File: src/rtl/alu_shift_pkg.sv
// Shared definitions for the multi-cycle shift/rotate unit: op codes, FSM states
// and the op-code legality check.
package alu_shift_pkg;

  typedef enum logic [2:0] {
    OP_SHL  = 3'd0,
    OP_SHR  = 3'd1,
    OP_SHRA = 3'd2,
    OP_ROL  = 3'd3,
    OP_ROR  = 3'd4
  } op_e;

  typedef enum logic [1:0] {
    S_IDLE = 2'd0,
    S_BUSY = 2'd1,
    S_DONE = 2'd2
  } state_e;

  function automatic logic op_legal(input logic [2:0] op);
    return op <= 3'd4;
  endfunction

endpackage

File: src/rtl/alu_shift_unit_step.sv
// Combinational single-step helper: applies one op over 0..STEP bit positions.
// Sign fill for SHRA comes from the MSB of val_i.
module alu_shift_unit_step
  import alu_shift_pkg::*;
#(
  parameter int WIDTH = 32,
  parameter int STEP  = 4,
  localparam int KW   = $clog2(STEP + 1)
) (
  input  logic [WIDTH-1:0] val_i,
  input  op_e              op_i,
  input  logic [KW-1:0]    amt_i,
  output logic [WIDTH-1:0] res_o
);

  always_comb begin
    res_o = val_i;
    case (op_i)
      OP_SHL:  res_o = val_i << amt_i;
      OP_SHR:  res_o = val_i >> amt_i;
      OP_SHRA: res_o = $unsigned($signed(val_i) >>> amt_i);
      // A shift by WIDTH yields zero, so amt_i == 0 leaves the value intact.
      OP_ROL:  res_o = (val_i << amt_i) | (val_i >> (WIDTH - int'(amt_i)));
      OP_ROR:  res_o = (val_i >> amt_i) | (val_i << (WIDTH - int'(amt_i)));
      default: res_o = val_i;
    endcase
  end

endmodule

File: src/rtl/alu_shift_unit.sv
// Multi-cycle shift/rotate unit: moves at most STEP bits per BUSY cycle and
// presents the held result with a start/done handshake.
//   state  | meaning
//   S_IDLE | waiting for start
//   S_BUSY | stepping the working register
//   S_DONE | done pulse; result valid, new start accepted
module alu_shift_unit
  import alu_shift_pkg::*;
#(
  parameter int WIDTH = 32,
  parameter int STEP  = 4,
  localparam int SHAMT_W = $clog2(WIDTH),
  localparam int KW      = $clog2(STEP + 1)
) (
  input  logic               clock_i,
  input  logic               reset_i,
  input  logic               start_i,
  input  logic [2:0]         op_i,
  input  logic [WIDTH-1:0]   data_input_i,
  input  logic [SHAMT_W-1:0] num_shifts_i,
  output logic               ready_o,
  output logic               busy_o,
  output logic               done_o,
  output logic               op_err_o,
  output logic [WIDTH-1:0]   data_output_o
);

  state_e             state_q;
  op_e                op_q;
  logic [WIDTH-1:0]   work_q, work_d;
  logic [SHAMT_W-1:0] rem_q, rem_d;
  logic [KW-1:0]      k;
  logic               ready_q, busy_q, done_q, err_q;
  logic               legal;

  always_comb begin
    k     = (int'(rem_q) >= STEP) ? KW'(STEP) : KW'(rem_q);
    rem_d = rem_q - SHAMT_W'(k);
    legal = op_legal(op_i);
  end

  alu_shift_unit_step #(.WIDTH(WIDTH), .STEP(STEP)) u_step (
    .val_i (work_q),
    .op_i  (op_q),
    .amt_i (k),
    .res_o (work_d)
  );

  always_ff @(posedge clock_i or posedge reset_i) begin
    if (reset_i) begin
      state_q <= S_IDLE;
      op_q    <= OP_SHL;
      work_q  <= '0;
      rem_q   <= '0;
      ready_q <= 1'b1;
      busy_q  <= 1'b0;
      done_q  <= 1'b0;
      err_q   <= 1'b0;
    end else begin
      done_q <= 1'b0;
      case (state_q)
        S_BUSY: begin
          work_q <= work_d;
          rem_q  <= rem_d;
          if (rem_d == '0) begin
            state_q <= S_DONE;
            done_q  <= 1'b1;
            busy_q  <= 1'b0;
            ready_q <= 1'b1;
          end
        end
        default: begin
          if (start_i) begin
            op_q   <= op_e'(op_i);
            work_q <= data_input_i;
            rem_q  <= legal ? num_shifts_i : '0;
            err_q  <= ~legal;
            // Zero amount or illegal op skips BUSY and passes the operand through.
            if (num_shifts_i == '0 || !legal) begin
              state_q <= S_DONE;
              done_q  <= 1'b1;
              busy_q  <= 1'b0;
              ready_q <= 1'b1;
            end else begin
              state_q <= S_BUSY;
              busy_q  <= 1'b1;
              ready_q <= 1'b0;
            end
          end else begin
            state_q <= S_IDLE;
            busy_q  <= 1'b0;
            ready_q <= 1'b1;
          end
        end
      endcase
    end
  end

  assign ready_o       = ready_q;
  assign busy_o        = busy_q;
  assign done_o        = done_q;
  assign op_err_o      = err_q;
  assign data_output_o = work_q;

endmodule
File: config.mk
export PLATFORM = sky130hd
export DESIGN_NAME = alu_shift_unit
export DESIGN_NICKNAME = d
export VERILOG_FILES = /design/src/rtl/alu_shift_pkg.sv /design/src/rtl/alu_shift_unit_step.sv /design/src/rtl/alu_shift_unit.sv
export SDC_FILE = /design/constraint.sdc
export NUM_CORES = 1
export LEC_CHECK = 0
export ABC_AREA = 1
export ABC_CLOCK_PERIOD_IN_PS = 4900
export CORE_MARGIN = 1
export CORE_UTILIZATION = 60
export DETAILED_ROUTE_END_ITERATION = 8
export HOLD_SLACK_MARGIN = 0.06
export PLACE_DENSITY_LB_ADDON = 0.05
export REMOVE_ABC_BUFFERS = 1
export SYNTH_ARGS = -nofsm -noshare
export SYNTH_HDL_FRONTEND = slang
export SYNTH_HIERARCHICAL = 1
export SYNTH_SLANG_ARGS = --single-unit
File: constraint.sdc
create_clock -name clock_i -period 4.9 [get_ports clock_i]
set_input_delay 0.735 -clock clock_i [delete_from_list [all_inputs] [get_ports clock_i]]
set_output_delay 0.735 -clock clock_i [all_outputs]
set_load 0.05 [all_outputs]
==> flow_summary.toml <==
[cells_and_area]
stdcell_count = 1395
area_delta_synth_final_pct = 11.0
final_util_pct = 69.9
layout-drive-gt1-share_pct = 7.47
nets = 1305
nFillCells = 1051
design_area_um2 = 7310
layout_commonest_cell = "nand2_1"
diodes = 0
mostFrequentLayoutCells = "522 x nand2_1, 199 x nand3_1, 109 x nor2_1"

[synthesis]
yosys_warnings = 6
yosysTopAreaCell = "nand2_1"
synth_area_um2 = 6590
syn_inst = 1232
synth.avg_cell_area_um2 = 5.35
synth_ff_type = "dfrtp_1"
synthTopCellsByArea = "nand2_1 30%, dfrtp_1 17%, nand3_1 15%"
ys_async_sr_fraction_pct = 100
synth_top_area_share_pct = 29.7
ys_seq_area_share_pct = 17.1
ys_ff_latch = 45
synth_edf_count = 0
synth.distinct_cells = 40

[setup_path]
critPathMaxStageDelay_ps = 630
crit_family = "simple AND/OR/NAND/NOR gates"
start_kind = "flop"
crit_buf_inv = 2
critPathKind = "flop to flop"
path_cells = "nor2_4 > nand2_4 > nor2_2 > inv_6 > ha_1 > inv_2 > nand3_1 > a21oi_1 > o21ai_1 > nand2_1 > nand2_1 > a21oi_1 > nand2_1 > nand3_1"
worstPathRequired_ps = 5170
crit_slowest_cell = "inv_2"
endpoint_kind = "flop"
cp_max_fo = 53
crit_top_cell = "nand2_1"
arrival_ps = 3990

[routing]
drtIter0Drc = 1510
wirelength_um = 25300
vias = 8736
viasPerCell = 6.26
routedWlPerCell_um = 18.1
postRouteAntennaNets = 0
drc = 0
drt_pass1_iterations = 6

[global_routing]
grt_pass1_wl_um = 40100
grt_pass1_vias = 7755
antenna_found_initial = 0
overflow = 0
grt_max_degree = 61
grt_usage_pct = 45.2

[timing]
timing_hold_violations_final = 0
slew_violations = 0
setup_viol_count_final = 0
rsz0062_at_grt = "false"
period_minus_slack_ps = 3720
worstMarginPinSlew_ps = 1030
slew-limit-headroom_pct = 31.3
fin_skew_ps = 7.28
hold_slack_ps = 491
max_freq_mhz = 269
post-route-period-util_pct = 75.8

[cts]
clkTransAtPathRegs_ps = 100
clock-sinks = 45
clock_path_buffers = 2
cts_root_buffer = "clkbuf_8"
ctsHoldBuffers = 0
insertion_delay_ps = 330
ctsResizeCount = 0
post_cts_buffers = 0
cts_inserted_buffers = 5
h-tree-depth = 2
cts_tree = "done"

[placed_design]
gp_congestion = 1.05
port_buffers = 78
dpl_cell_area_um2 = 7220
place_hpwl_um = 17800
placed_cells = 1387

[die]
fp-row-count = 37
die_x_um = 107
core_area_um2 = 10500
io_pins = 79
initial_core_util_pct = 63.0
die-area_um2 = 11400
die_h_um = 107

[job]
drv_cap = 0

[status]
status = "complete, no violations"

[hold_path]
hold_class = "flop to flop"
-- registers in the layout, indices dropped and copies added, names as in the netlist --
register       count
data_output_o     32
rem_q              5
op_q               3
busy_o             1
done_o             1
op_err_o           1
ready_o            1
state_q            1
-- per-layer routing --
metal  GRT usage [%]  wire length (um)  share of wire, %  vias to the layer above
met1            59.9              9510                38                     3839
met4            24.2              1400               5.6                        0
li1                -                 -                 -                     4054
met2            67.7             10700                42                      703
met5               0                 0                 0                        -
met3            10.6              3660                14                      140
-- worst paths after layout --
path	from	to	slack (ps)	cells past startpoint
setup / recovery	rem_q[4]	data_output_o[7]	1180	14
hold / removal	ready_o	ready_o	490	2
setup reg to reg	rem_q[4]	data_output_o[7]	1180	14
hold reg to reg	ready_o	ready_o	490	2
max in group asynchronous	reset_i	data_output_o[18]	3300	2
min in group asynchronous	reset_i	data_output_o[30]	950	2
-- cell families after synthesis --
logic type | synth area share [%]
AND/OR/NAND/NOR | 58.5
AO/OA/AOI/OAI | 13.6
flip-flops | 17.1
other | 0.114
adder cells (fa/ha/maj) | 0.760
buffers and inverters | 9.94
-- layout make-up --
| cell class | count | area (um^2) | area share, % |
|---|---|---|---|
| clock buffer | 5 | 68.8 | 0.941 |
| sequential | 45 | 1130 | 15.4 |
| clock inverter | 3 | 21.3 | 0.291 |
| timing repair buffer | 89 | 863 | 11.8 |
| tap | 136 | 170 | 2.33 |
| inverter | 62 | 248 | 3.39 |
| multi-input combinational | 1055 | 4810 | 65.8 |
-- cells in the mapped netlist (6+ instances only) --
cell,n
dfrtp_1,44
nand2_4,7
and2_1,6
a21oi_1,49
nand2_1,522
buf_2,19
buf_4,10
buf_6,11
o211ai_1,8
clkbuf_1,20
buf_1,10
o21ai_0,40
inv_2,19
nor2_1,111
nand3_1,199
nand2_2,18
inv_1,38
o21ai_1,54
-- worst min-delay path: stages, from the launching register on --
cell,delay (ps)
dfstp_2,380
nand3_1,70
nand2_1,50
-- stage by stage --
step                      TNS [ps]  setup slack (ps)
final                            0              1180
after global routing             0              1010
after CTS                        0              1280
after detailed placement         0              1310
after global placement           0              1420
after floorplan             -50940             -1750
Power is not shown: default switching activity piles up to over one toggle a cycle in this logic, so the estimate is an artifact.
